==> src/rtl/uart_tx_pkg.sv <==
// Shared UART definitions: data width, default line rate and the transmit
// FSM state encoding. The receive path uses the same defaults.
package uart_tx_pkg;

    localparam int UART_DATA_W   = 8;
    localparam int DEF_CLK_FREQ  = 50_000_000;
    localparam int DEF_BAUD_RATE = 9600;

    typedef enum logic [2:0] {
        ST_IDLE   = 3'd0,
        ST_START  = 3'd1,
        ST_DATA   = 3'd2,
        ST_PARITY = 3'd3,
        ST_STOP   = 3'd4
    } tx_state_t;

    // Parity bit for a data byte: even parity when odd=0, odd parity when odd=1.
    function automatic logic parity_bit(input logic [UART_DATA_W-1:0] data,
                                        input logic                   odd);
        return (^data) ^ odd;
    endfunction

endpackage

==> src/rtl/uart_tx_fifo.sv <==
// Small synchronous FIFO in front of the transmitter. Push is refused while
// full; the full flag is a flop so the client-facing ready has no comb path.
module uart_tx_fifo
    import uart_tx_pkg::*;
#(
    parameter int DEPTH = 4,
    parameter int W     = UART_DATA_W
) (
    input  logic         clk,
    input  logic         reset_n,
    input  logic         i_push,
    input  logic [W-1:0] i_push_data,
    input  logic         i_pop,
    output logic [W-1:0] o_pop_data,
    output logic         o_empty,
    output logic         o_full
);

    localparam int             AW       = $clog2(DEPTH);
    localparam logic [AW-1:0]  PTR_ONE  = AW'(1);
    localparam logic [AW:0]    CNT_ONE  = (AW+1)'(1);
    localparam logic [AW:0]    CNT_FULL = (AW+1)'(DEPTH);

    logic [W-1:0]  r_mem [DEPTH];
    logic [AW-1:0] r_wr_ptr;
    logic [AW-1:0] r_rd_ptr;
    logic [AW:0]   r_count;
    logic          r_full;
    logic [AW:0]   w_count_next;
    logic          w_push;
    logic          w_pop;

    assign w_push     = i_push && !r_full;
    assign w_pop      = i_pop && (r_count != '0);
    assign o_pop_data = r_mem[r_rd_ptr];
    assign o_empty    = (r_count == '0);
    assign o_full     = r_full;

    // Occupancy after this edge; push and pop together leave it unchanged.
    always_comb begin
        // NOTE: every signal written here gets a default first, so no path can infer a latch.
        w_count_next = r_count;
        case ({w_push, w_pop})
            2'b10:   w_count_next = r_count + CNT_ONE;
            2'b01:   w_count_next = r_count - CNT_ONE;
            default: w_count_next = r_count;
        endcase
    end

    // Storage array is written only on push.
    // NOTE: the array has no reset; stale entries are never read because the pointers and count are reset.
    always_ff @(posedge clk) begin
        if (w_push) begin
            r_mem[r_wr_ptr] <= i_push_data;
        end
    end

    // Pointers, count and the registered full flag.
    always_ff @(posedge clk or negedge reset_n) begin
        // NOTE: state flops use non-blocking assignment so every flop samples pre-edge values.
        if (!reset_n) begin
            r_wr_ptr <= '0;
            r_rd_ptr <= '0;
            r_count  <= '0;
            r_full   <= 1'b0;
        end else begin
            if (w_push) r_wr_ptr <= r_wr_ptr + PTR_ONE;
            if (w_pop)  r_rd_ptr <= r_rd_ptr + PTR_ONE;
            r_count <= w_count_next;
            r_full  <= (w_count_next == CNT_FULL);
        end
    end

endmodule

==> src/rtl/uart_tx.sv <==
// UART transmitter: start bit, 8 data bits LSB first, optional parity, 1 or
// 2 stop bits. The line, busy and done outputs are flops fed from the current
// state, so they trail the FSM by one clock and never glitch.
module uart_tx
    import uart_tx_pkg::*;
#(
    parameter int CLK_FREQ   = DEF_CLK_FREQ,
    parameter int BAUD_RATE  = DEF_BAUD_RATE,
    parameter int PARITY_EN  = 0,
    parameter int PARITY_ODD = 0,
    parameter int STOP_BITS  = 1,
    parameter int FIFO_DEPTH = 4
) (
    input  logic                   clk,
    input  logic                   reset_n,
    input  logic [UART_DATA_W-1:0] tx_data,
    input  logic                   tx_valid,
    output logic                   tx_ready,
    output logic                   tx,
    output logic                   tx_busy,
    output logic                   tx_done
);

    // Must be within 4..65535 so the 16-bit bit timer can hold it.
    localparam int          CLKS_PER_BIT = CLK_FREQ / BAUD_RATE;
    localparam logic [15:0] LAST_CNT     = 16'(CLKS_PER_BIT - 1);

    tx_state_t              r_state;
    tx_state_t              w_state_next;
    logic [15:0]            r_clk_cnt;
    logic [2:0]             r_bit_idx;
    logic                   r_stop_cnt;
    logic [UART_DATA_W-1:0] r_shift;
    logic                   r_parity;
    logic                   r_tx;
    logic                   r_busy;
    logic                   r_done;

    logic                   w_pop;
    logic [UART_DATA_W-1:0] w_fifo_data;
    logic                   w_fifo_empty;
    logic                   w_fifo_full;
    logic                   w_bit_last;
    logic                   w_stop_last;
    logic                   w_line;
    logic                   w_frame_end;

    uart_tx_fifo #(
        .DEPTH (FIFO_DEPTH),
        .W     (UART_DATA_W)
    ) u_fifo (
        .clk         (clk),
        .reset_n     (reset_n),
        .i_push      (tx_valid),
        .i_push_data (tx_data),
        .i_pop       (w_pop),
        .o_pop_data  (w_fifo_data),
        .o_empty     (w_fifo_empty),
        .o_full      (w_fifo_full)
    );

    assign w_bit_last  = (r_clk_cnt == LAST_CNT);
    assign w_stop_last = (STOP_BITS == 2) ? r_stop_cnt : 1'b1;

    // FSM state register.
    always_ff @(posedge clk or negedge reset_n) begin
        if (!reset_n) r_state <= ST_IDLE;
        else          r_state <= w_state_next;
    end

    // Next state, FIFO pop request and the line level for the current bit.
    always_comb begin
        w_state_next = r_state;
        w_pop        = 1'b0;
        w_line       = 1'b1;
        w_frame_end  = 1'b0;
        case (r_state)
            ST_IDLE: begin
                if (!w_fifo_empty) begin
                    w_pop        = 1'b1;
                    w_state_next = ST_START;
                end
            end
            ST_START: begin
                w_line = 1'b0;
                if (w_bit_last) w_state_next = ST_DATA;
            end
            ST_DATA: begin
                w_line = r_shift[r_bit_idx];
                if (w_bit_last && (r_bit_idx == 3'd7)) begin
                    w_state_next = (PARITY_EN != 0) ? ST_PARITY : ST_STOP;
                end
            end
            ST_PARITY: begin
                w_line = r_parity;
                if (w_bit_last) w_state_next = ST_STOP;
            end
            ST_STOP: begin
                w_line = 1'b1;
                if (w_bit_last && w_stop_last) begin
                    w_frame_end = 1'b1;
                    // Chain straight into the next frame when a byte is waiting.
                    if (!w_fifo_empty) begin
                        w_pop        = 1'b1;
                        w_state_next = ST_START;
                    end else begin
                        w_state_next = ST_IDLE;
                    end
                end
            end
            default: w_state_next = ST_IDLE;
        endcase
    end

    // Bit timer, data bit index and stop bit counter.
    always_ff @(posedge clk or negedge reset_n) begin
        if (!reset_n) begin
            r_clk_cnt  <= '0;
            r_bit_idx  <= '0;
            r_stop_cnt <= 1'b0;
        end else begin
            if ((r_state == ST_IDLE) || w_bit_last) r_clk_cnt <= '0;
            else                                    r_clk_cnt <= r_clk_cnt + 16'd1;

            if (r_state != ST_DATA)  r_bit_idx <= '0;
            else if (w_bit_last)     r_bit_idx <= r_bit_idx + 3'd1;

            if (r_state != ST_STOP)  r_stop_cnt <= 1'b0;
            else if (w_bit_last)     r_stop_cnt <= !w_stop_last;
        end
    end

    // Byte and its parity are captured on the pop edge only.
    always_ff @(posedge clk or negedge reset_n) begin
        if (!reset_n) begin
            r_shift  <= '0;
            r_parity <= 1'b0;
        end else if (w_pop) begin
            r_shift  <= w_fifo_data;
            r_parity <= parity_bit(w_fifo_data, PARITY_ODD != 0);
        end
    end

    // Registered line, busy and done outputs.
    always_ff @(posedge clk or negedge reset_n) begin
        if (!reset_n) begin
            r_tx   <= 1'b1;
            r_busy <= 1'b0;
            r_done <= 1'b0;
        end else begin
            r_tx   <= w_line;
            r_busy <= (r_state != ST_IDLE);
            r_done <= w_frame_end;
        end
    end

    assign tx       = r_tx;
    assign tx_busy  = r_busy;
    assign tx_done  = r_done;
    assign tx_ready = !w_fifo_full;

endmodule

==> config.mk <==
export PLATFORM = sky130hd
export DESIGN_NAME = uart_tx
export DESIGN_NICKNAME = d
export VERILOG_FILES = /design/src/rtl/uart_tx_pkg.sv /design/src/rtl/uart_tx_fifo.sv /design/src/rtl/uart_tx.sv
export SDC_FILE = /design/constraint.sdc
export NUM_CORES = 1
export LEC_CHECK = 0
export BUFFER_PORTS_ARGS = -buffer_cell sky130_fd_sc_hd__buf_2
export CAP_MARGIN = 20
export CORE_ASPECT_RATIO = 1.75
export CORE_UTILIZATION = 61
export CTS_CLUSTER_DIAMETER = 60
export CTS_CLUSTER_SIZE = 25
export DETAILED_ROUTE_END_ITERATION = 10
export HOLD_SLACK_MARGIN = 0.06
export PLACE_DENSITY = 0.79
export SETUP_SLACK_MARGIN = 0.5
export SLEW_MARGIN = 20
export SYNTH_ARGS = -nofsm -noshare
export SYNTH_HDL_FRONTEND = slang
export SYNTH_SLANG_ARGS = --single-unit
==> constraint.sdc <==
create_clock -name clk -period 4.8 [get_ports clk]
set_input_delay 0.24 -clock clk [delete_from_list [all_inputs] [get_ports clk]]
set_output_delay 0.24 -clock clk [all_outputs]
set_load 0.01 [all_outputs]
==> impl_metrics.toml, run 1 <==
[run_status]
status = "finished, final reports clean"

[clocking]
cts_setup_buffers = 0
cts.sinks = 74
htree_levels = 3
cts.repair.resized = 0
cts_buffers = 9
cts_tree = "built"
cts_buffer_depth = 2
hold_buffers = 1
cts-root-buf = "clkbuf_8"
cts.clk_slew.worst_paths_ns = 0.08
clock_latency_ns = 0.35

[routing]
route.detailed.drc = 0
detail_route.iter0.violations = 64
via_per_inst = 5.647
vias = 1711
met3RoutedLength_um = 133
wl_met2_um = 2677
wl_met1_um = 1844
first_pass_iters = 4
routedWlPerCell_um = 15.70
dr.max_layer_used = "met4"
antenna_left = 0
drt_wl_total_um = 4757

[logic_synthesis]
seq_area_frac_synth_pct = 62.83
synth_fa_ha_area_share_pct = 3.749
synth-async-reset-ratio_pct = 56.76
synth-seq-cells = 74
synthCells = 224
yosys.area_share.simple_pct = 10.04
synth_top_cell_by_area = "dfrtp_1"
synth_edf_count = 32
ys_top_cells_by_area = "dfrtp_1, edfxtp_1, mux4_2, xnor2_1, ha_1"
netlist_area_um2 = 3204
ys.flop_type = "dfrtp_1"
ys_types = 34
synth_compound_area_share_pct = 2.109
synthXorXnorAreaFrac_pct = 7.653
synth_top_family_by_area = "multiplexers"
yosys.cell_count.top_type = "dfrtp_1"
postSynthAreaPerCell_um2 = 14.31
synth_top_area_share_pct = 32.02
synthTopCellsByCount = "dfrtp_1, edfxtp_1, nor2_1, xnor2_1"
yosysWarnings = 0
syn_nets = 244
synth_mux_area_share_pct = 11.09

[setup_path]
worstSetupStartpointType = "register"
path_max_fanout = 14
cp_data_required_time_ns = 5.06
endpoint_kind = "register"
arrival_ns = 3.43
crit_type = "register to register"
r2r_slack_ns = 1.63

[placed_design]
portBuffers = 14
dpl.hpwl_um = 3382
gp_routability_congestion = 0.7861
place_inst = 286

[floorplanning]
rows = 34
start_util_pct = 63.83
dieArea_um2 = 5558
fp.dieH_um = 97.88
die_x_um = 56.79
fp.coreArea_um2 = 5020
io_pins = 15

[grt]
grt_pass1_wl_um = 8107
grt_max_degree = 43
track_usage_pct = 20.07
antenna_found_initial = 0
grt_pass1_vias = 1806
grt_overflow_total = 0

[worst_hold_path]
hold_class = "input port to register"

[timing]
fin_crit_sh_pct = 65.95
finalHoldViolCount = 0
slew_violations = 0
grt_setup_unrepaired = "false"
fin_crit_ns = 3.166
slew-limit-headroom_pct = 40.01
setup_viol = 0
tns_ns = 0
finalClockSkew_ns = 0.01018
max_freq_ghz = 0.3159
tightest_slew_ns = 0.8999

[final_layout]
multi_input_area_um2 = 1110
nFillCells = 355
stdcell_count = 303
fin_nets = 264
seq_area_um2 = 2013
final_layout_size_suffix_gt1_share_pct = 20.48
antennaDiodeCount = 0
area_growth_syn_to_layout_pct = 9.528

[power]
power.ir.vdd_worst_mv = 0.5312
power.density_nw_per_um2 = 543.5
p_leak_uw = 0.001428

[flow_run]
maxCapViolCount = 0
[metal layers]
layer | vias up | global-route usage, %
met3 | 8 | 5.563
li1 | 831 | -
met5 | - | 0
met1 | 853 | 21.39
met2 | 19 | 36.17
met4 | 0 | 9.006
[layout make-up]
type | instances | share of cell area (%)
Clock buffer | 10 | 3.636
Inverter | 10 | 1.070
Timing Repair Buffer | 16 | 2.496
Multi-Input combinational cell | 133 | 31.62
Sequential cell | 74 | 57.36
Clock inverter | 6 | 1.889
Tap cell | 54 | 1.925
[per-stage QoR]
step / util (%) / total power [uW] / cell area [um^2] / setup WS (ns) / hold slack, ns
after floorplan: - / 1353 / 3204 / 2.197 / -0.05559
after global placement: 65.85 / 1441 / 3306 / 1.666 / 0.4211
after detailed placement: 65.85 / 1463 / 3306 / 1.615 / 0.4245
after CTS: 69.92 / 1932 / 3510 / 1.576 / 0.09247
after global routing: 69.92 / 2020 / 3510 / 1.313 / 0.09329
final: 69.92 / 1908 / 3510 / 1.634 / 0.1045
[logic make-up (layout without fill, tap and decap cells)]
kind of cell | Yosys count | count (layout)
and+or+nand+nor | 64 | 64
xor gates and xnor gates | 28 | 28
buffers and inverters | 17 | 42
DFF | 74 | 74
adders and majority gates | 9 | 9
AOI/OAI and AO/OA | 10 | 10
muxes | 22 | 22
[placed cells by master, fill, tap and decap left out, drive strengths merged, types with 4 or more instances in the layout]
cell type and n:
buf 15, mux2 8, mux2i 4, nand3 6
and3 7, edfxtp 32, ha 8, a21oi 4
mux4 10, and2 4, nor2 24, inv 11
clkbuf 10, dfrtp 41, xnor2 19, xor2 9
nand2 10
[path summary, 6_finish.rpt]
| kind | cells after the start | from | to |
|---|---|---|---|
| setup / recovery | 12 | r_clk_cnt[0]$_DFF_PN0_ | u_fifo.o_full$_DFF_PN0_ |
| hold / removal | 1 | tx_data[2] | u_fifo.r_mem[2][2]$_DFFE_PP_ |
| setup reg to reg | 12 | r_clk_cnt[0]$_DFF_PN0_ | u_fifo.o_full$_DFF_PN0_ |
| hold reg to reg | 1 | r_clk_cnt[0]$_DFF_PN0_ | r_clk_cnt[0]$_DFF_PN0_ |
| max in group asynchronous | 2 | reset_n | u_fifo.r_wr_ptr[1]$_DFFE_PN0P_ |
| min in group asynchronous | 2 | reset_n | r_clk_cnt[12]$_DFF_PN0_ |
[state kept, by name (all words and copies together) (netlist names)]
signal	cells
r_bit_idx	3
r_clk_cnt	16
r_parity	1
r_shift	8
r_state	3
tx	1
tx_busy	1
tx_done	1
u_fifo.o_full	1
u_fifo.r_count	3
u_fifo.r_mem	32
u_fifo.r_rd_ptr	2
u_fifo.r_wr_ptr	2
[critical path: stages (launching register included)]
cell and delay (ns):
dfrtp_1 0.39, ha_1 0.24, and4b_1 0.21, nand4_1 0.10, buf_4 0.21, a21oi_2 0.58
ha_1 0.30, inv_1 0.06, fa_1 0.37, xor2_1 0.15, nor2_1 0.11, xor2_1 0.17
nor3b_1 0.20
[power by group]
| part | switching, uW | internal [uW] |
|---|---|---|
| Clock | 226 | 241 |
| Sequential | 117 | 816 |
| Combinational | 229 | 278 |
Power figures use the tool's default switching activity.
==> run 2: changes to the inputs <==
Settings changed: ABC_AREA from default to 1, CORE_UTILIZATION 61 to 55, PLACE_DENSITY 0.79 to 0.75.
Clock period 4.8 ns to 2.5 ns, I/O delays scaled along.
==> run 2 against run 1 <==
  * Cell count rose by 75%
  * Wire length rose by 33%
  * Cell area increased by 19%
  * Sequential power rose by 89%
  * Global-route usage is 0.62 points higher
  * Critical path depth increased by 5
  * Synthesized cell count grew 77%
  * Clock-buffer cell count rose by 6
  * Via count grew 54%
  * Largest power group is now combinational logic
==> impl_metrics.toml, run 2 <==
[run_status]
status = "finished, final reports clean"

[routing]
detail_route.iter0.violations = 114
dr.max_layer_used = "met4"
antenna_left = 0
vias = 2637
wl_met1_um = 2424
wl_met2_um = 3598
routedWlPerCell_um = 11.99
first_pass_iters = 4
route.detailed.drc = 0
via_per_inst = 4.985
drt_wl_total_um = 6344
met3RoutedLength_um = 135

[logic_synthesis]
synthXorXnorAreaFrac_pct = 0.9873
postSynthAreaPerCell_um2 = 8.961
synth_compound_area_share_pct = 5.748
synth-async-reset-ratio_pct = 56.76
synth_top_family_by_area = "simple AND/OR/NAND/NOR gates"
synthCells = 396
ys_types = 33
syn_nets = 416
seq_area_frac_synth_pct = 56.73
synth_top_area_share_pct = 28.91
yosys.cell_count.top_type = "nand2_1"
synth-seq-cells = 74
yosys.area_share.simple_pct = 25.49
synthTopCellsByCount = "nand2_1, inv_1, dfrtp_1, edfxtp_1, nand3_1"
synth_top_cell_by_area = "dfrtp_1"
netlist_area_um2 = 3548
synth_fa_ha_area_share_pct = 3.385
yosysWarnings = 0
ys_top_cells_by_area = "dfrtp_1, edfxtp_1, nand2_1, inv_1, nand3_1"
ys.flop_type = "dfrtp_1"
synth_edf_count = 32
synth_mux_area_share_pct = 0.5642

[grt]
grt_overflow_total = 0
grt_pass1_wl_um = 10630
track_usage_pct = 20.70
grt_pass1_vias = 2617
antenna_found_initial = 0
grt_max_degree = 43

[placed_design]
gp_routability_congestion = 0.7545
postPlaceCellArea_um2 = 3727
portBuffers = 14
dpl.hpwl_um = 4498

[final_layout]
nFillCells = 493
antennaDiodeCount = 0
seq_area_um2 = 2013
layout_common_cells = "nand2_1, inv_1, dfrtp_1"
area_growth_syn_to_layout_pct = 17.91
top_register = "u_fifo.r_mem"
multi_input_area_um2 = 1380
final_common_cell = "nand2_1"
top_regs = "u_fifo.r_mem: 32 flops, r_clk_cnt: 16 flops, r_shift: 8 flops"
largest_reg_flops = 32
final_layout_size_suffix_gt1_share_pct = 18.26
postLayoutCellArea_um2 = 4184
fin_nets = 464

[setup_path]
r2r_slack_ns = 0.22
crit_path_end = "r_clk_cnt[12]$_DFF_PN0_"
crit_type = "register to register"
cp_data_required_time_ns = 2.73
r2r-start = "r_clk_cnt[1]$_DFF_PN0_"
arrival_ns = 2.51
reg2reg_depth = 17
cp_common_cell = "buf_4"
critPathSlowestCell = "dfrtp_1"
max_stage_delay_ns = 0.36
endpoint_kind = "register"
path_max_fanout = 4
cp-startpoint = "r_clk_cnt[1]$_DFF_PN0_"
r2r-end = "r_clk_cnt[12]$_DFF_PN0_"
worstSetupStartpointType = "register"
path_cells = "ha_2 -> nand2_2 -> inv_2 -> buf_4 -> buf_4 -> buf_4 -> buf_4 -> buf_4 -> buf_4 -> buf_6 -> nand2_4 -> nor3_4 -> nand2_2 -> nor2_4 -> nand2_2 -> o21ai_2 -> a21oi_2"

[floorplanning]
fp.dieH_um = 108.3
start_util_pct = 56.97
rows = 38
fp.coreArea_um2 = 6228
die_x_um = 62.72
dieArea_um2 = 6789
io_pins = 15

[power]
p_leak_uw = 0.001939
power.ir.vdd_worst_mv = 0.6773
power.density_nw_per_um2 = 1081

[timing]
fin_crit_sh_pct = 91.18
tightest_slew_ns = 0.9090
finalClockSkew_ns = 0.009929
setup_viol = 0
grt_setup_unrepaired = "true"
slew-limit-headroom_pct = 39.40
fin_crit_ns = 2.280
tns_ns = 0
slew_violations = 0
max_freq_ghz = 0.4387
finalHoldViolCount = 0
hold_slack_ns = 0.2930

[clocking]
htree_levels = 3
cts_tree = "built"
cts.sinks = 74
cts_buffers = 9
cts-root-buf = "clkbuf_8"
cts_buffer_depth = 2
clock_latency_ns = 0.34
cts.clk_slew.worst_paths_ns = 0.07

[flow_run]
maxCapViolCount = 0

[worst_hold_path]
hold_class = "input port to register"
-- run 2: layout make-up --
class,count,area share (%)
Clock buffer,16,4.067
Inverter,46,4.306
Multi-Input combinational cell,267,32.98
Sequential cell,74,48.12
Tap cell,80,2.392
Timing Repair Buffer,46,8.134
-- run 2: through the flow --
step / setup WS [ns] / util [%] / std cells / total power [uW]
floorplan: 0.1808 / - / 396 / 3241
global route: 0.06936 / 67.18 / 529 / 4916
finish: 0.2204 / 67.18 / 529 / 4523
global placement: 0.2254 / 59.84 / 489 / 3543
detailed placement: 0.1688 / 59.84 / 489 / 3611
CTS: 0.2346 / 65.45 / 524 / 4515
-- run 2: timing repair --
item / 4_1_cts / 5_1_grt
gates resized for setup: 4 / 18
hold buffers: 9 / 0
setup buffers: 10 / 5
hold endpoints to repair: 73 / 0
pin swaps: 5 / 8
setup endpoints to repair: 3 / 9
-- run 2: cell families (layout without fill, tap and decap cells) --
logic type,after synthesis,count (layout)
AOI/OAI and AO/OA,39,39
adders and majority gates,9,9
xor gates and xnor gates,4,4
buffers and inverters,55,108
and+or+nand+nor,213,213
DFF,74,74
muxes,2,2
-- run 2: where the power goes --
part	internal (uW)	leakage [uW]	total [uW]	switching [uW]
clock network	417	0.0000850	798	380
registers	1590	0.000834	1760	171
logic	746	0.00102	1960	1220
-- run 2: worst min-delay path by stage --
stage	depth (start not counted)	slack (ns)	to	start
CTS	3	0.29	u_fifo.r_wr_ptr[0]$_DFFE_PN0P_	tx_valid
global placement	1	0.30	r_clk_cnt[7]$_DFF_PN0_	reset_n
global route	3	0.31	u_fifo.r_wr_ptr[0]$_DFFE_PN0P_	tx_valid
finish	3	0.29	u_fifo.r_wr_ptr[0]$_DFFE_PN0P_	tx_valid
detailed placement	1	0.31	r_clk_cnt[7]$_DFF_PN0_	reset_n
floorplan	0	-0.17	r_bit_idx[0]$_DFFE_PN0P_	reset_n
-- run 2: layer usage --
metal / global-route usage, % / vias to the layer above
li1: - / 1368
met1: 19.14 / 1216
met2: 39.44 / 38
met3: 3.903 / 15
met4: 15.12 / 0
met5: 0 / -
-- run 2: critical path, delay by kind of cell (launching register included) --
family | cells | cell delay [ns]
AND/OR/NAND/NOR | 6 | 0.71
buffers and inverters | 8 | 0.71
flip-flops | 1 | 0.36
AO/OA/AOI/OAI | 2 | 0.22
adder cells (fa/ha/maj) | 1 | 0.19
==> run 3: changes to the inputs <==
Settings changed: SYNTH_HIERARCHICAL from default to 1.
==> run 3 against run 2 <==
  * Global-route usage rose by 2.8 points
  * Fmax up 0.62%
  * Synthesized area increased by 7.4%
  * Combinational power up 10%
  * Total power increased by 18%
  * Critical path depth down 1
  * Wire length is 16% higher
  * Largest cell class unchanged
  * Largest power group unchanged
==> impl_metrics.toml, run 3 <==
[clocking]
htree_levels = 3
cts_buffers = 9
cts.sinks = 74
clock_latency_ns = 0.33
cts_tree = "built"
cts.clk_slew.worst_paths_ns = 0.06
cts_buffer_depth = 2
cts-root-buf = "clkbuf_16"

[logic_synthesis]
ys_types = 32
netlist_area_um2 = 3811
synth_fa_ha_area_share_pct = 3.152
synth_top_cell_by_area = "dfrtp_1"
yosys.area_share.simple_pct = 26.85
synth_compound_area_share_pct = 7.945
yosys.cell_count.top_type = "nand2_1"
ys.flop_type = "dfrtp_1"
synthXorXnorAreaFrac_pct = 1.838
synth_top_family_by_area = "simple AND/OR/NAND/NOR gates"
synthTopCellsByCount = "nand2_1, nor2_1, inv_1, dfrtp_1, nand3_1"
synth_top_area_share_pct = 26.92
synthCells = 414
yosysWarnings = 6
syn_nets = 434
ys_top_cells_by_area = "dfrtp_1, edfxtp_1, nand2_1, nor2_1, nand3_1"
postSynthAreaPerCell_um2 = 9.206
synth-seq-cells = 74
synth_edf_count = 32
seq_area_frac_synth_pct = 52.82
synth-async-reset-ratio_pct = 56.76
synth_mux_area_share_pct = 0

[final_layout]
area_growth_syn_to_layout_pct = 17.63
largest_reg_flops = 32
layout_common_cells = "nand2_1, nor2_1, inv_1, dfrtp_1, nand3_1"
nFillCells = 528
top_register = "u_fifo/r_mem"
final_common_cell = "nand2_1"
antennaDiodeCount = 0
fin_nets = 478
postLayoutCellArea_um2 = 4483
final_layout_size_suffix_gt1_share_pct = 21.81
top_regs = "u_fifo/r_mem: 32 flops, r_clk_cnt: 16 flops, r_shift: 8 flops"

[grt]
grt_pass1_vias = 3099
antenna_found_initial = 0
grt_pass1_wl_um = 12880
grt_max_degree = 43
grt_overflow_total = 0
track_usage_pct = 23.50

[setup_path]
arrival_ns = 2.52
reg2reg_depth = 16
path_cells = "ha_4 -> nand2_4 -> inv_2 -> nand2_2 -> nor2_4 -> nand2_4 -> a21oi_4 -> nand2_2 -> clkinv_2 -> ha_4 -> inv_2 -> fa_1 -> nand2_1 -> o21ai_1 -> nand3_1 -> a21oi_1"
cp_data_required_time_ns = 2.75
critPathBufInv = 3
endpoint_kind = "register"
worstSetupStartpointType = "register"
max_stage_delay_ns = 0.50
critPathSlowestCell = "fa_1"
path_delay_family = "adder cells"
path_max_fanout = 2
crit_type = "register to register"
cp.depth = 16

[routing]
antenna_left = 0
vias = 2922
first_pass_iters = 4
detail_route.iter0.violations = 195
drt_wl_total_um = 7333
routedWlPerCell_um = 13.46
route.detailed.drc = 0
via_per_inst = 5.361

[timing]
fin_crit_ns = 2.266
setup_ws_ns = 0.2344
tightest_slew_ns = 0.9330
fin_crit_sh_pct = 90.63
max_freq_ghz = 0.4414
tns_ns = 0
finalHoldViolCount = 0
slew-limit-headroom_pct = 37.80
finalClockSkew_ns = 0.006102
setup_viol = 0
grt_setup_unrepaired = "true"
slew_violations = 0

[floorplanning]
start_util_pct = 57.85
io_pins = 15
fp.dieH_um = 112.1
dieArea_um2 = 7279
rows = 39
fp.coreArea_um2 = 6588
die_x_um = 64.93

[placed_design]
postPlaceCellArea_um2 = 3960
dpl.hpwl_um = 5203
pre_cts_ws_ns = 0.09537
portBuffers = 14
gp_routability_congestion = 0.9643

[power]
power.density_nw_per_um2 = 1191
power.ir.vdd_worst_mv = 0.8206
p_leak_uw = 0.001999

[flow_run]
maxCapViolCount = 0

[worst_hold_path]
whs_path_depth = 3
hold_class = "input port to register"

[run_status]
status = "finished, final reports clean"
==> run 3: changes by cell type after synthesis, sizes merged, moves of 3 or more <==
cell / change
o22ai: +6
nand2: -35
nor3: +6
xor2: +3
inv: +4
nor2: +32
o21ai: +3
==> run 3: path summary, 6_finish.rpt <==
path / from / end / slack [ns]
worst max register to register: r_clk_cnt[1]$_DFF_PN0_ / u_fifo/o_full$_DFF_PN0_ / 0.23
worst min register to register: r_shift[4]$_DFFE_PN0P_ / r_shift[4]$_DFFE_PN0P_ / 0.47
min in group asynchronous: reset_n / r_clk_cnt[7]$_DFF_PN0_ / 0.47
worst min-delay path: tx_valid / u_fifo/r_wr_ptr[1]$_DFFE_PN0P_ / 0.20
max in group asynchronous: reset_n / u_fifo/r_rd_ptr[0]$_DFFE_PN0P_ / 1.39
worst max-delay path: r_clk_cnt[1]$_DFF_PN0_ / u_fifo/o_full$_DFF_PN0_ / 0.23
==> run 3: worst min-delay path, stage by stage <==
cell	delay, ns
buf_2	0.10
nand2_2	0.17
a21oi_1	0.09
==> run 3: cells by family after synthesis <==
kind of cell | count (synthesis)
compound gates | 46
xor+xnor | 8
fa+ha+maj | 9
buf+inv | 58
flops | 74
simple gates | 219
==> run 3: layout make-up <==
class / instances / area [um^2] / area share [%]
clock inverter: 6 / 81.33 / 1.814
timing repair buffer: 39 / 280.3 / 6.252
inverter: 52 / 205.2 / 4.577
clock buffer: 10 / 229.0 / 5.107
multi-input combinational: 282 / 1569 / 35.00
tap: 82 / 102.6 / 2.289
sequential: 74 / 2016 / 44.96
==> run 3: per-layer routing <==
layer  vias to the layer above  global-route usage, %  part of all wire [%]
li1                       1448                      -                     -
met1                      1396                  21.66                    36
met2                        54                  43.89                    57
met3                        24                  4.573                   2.2
met4                         0                  16.30                   4.1
met5                         -                      0                     0
==> run 3: repair_timing <==
action	CTS	global route
pin swaps	8	2
hold buffers	9	0
endpoints found under the setup margin	3	4
buffers inserted	8	3
hold endpoints to repair	73	0
resized for setup	9	2
==> run 3: power breakdown <==
group          internal (uW)  switching [uW]  leakage [uW]  total, uW
clock network            866             465      0.000152       1330
logic                    840            1320       0.00102       2160
registers               1600             245      0.000830       1850
total                   3310            2030       0.00200       5340
==> run 3: through the flow <==
| stage | power, uW | util (%) | std cells | hold slack [ns] |
|---|---|---|---|---|
| 6_report | 5341 | 68.05 | 545 | 0.2036 |
| 5_1_grt | 5733 | 68.05 | 545 | 0.2247 |
| 4_1_cts | 5335 | 67.62 | 542 | 0.2029 |
| 3_3_place_gp | 3770 | 60.11 | 509 | 0.3096 |
| 3_5_place_dp | 3851 | 60.11 | 509 | 0.3162 |
| 2_1_floorplan | 3489 | - | 414 | -0.1706 |
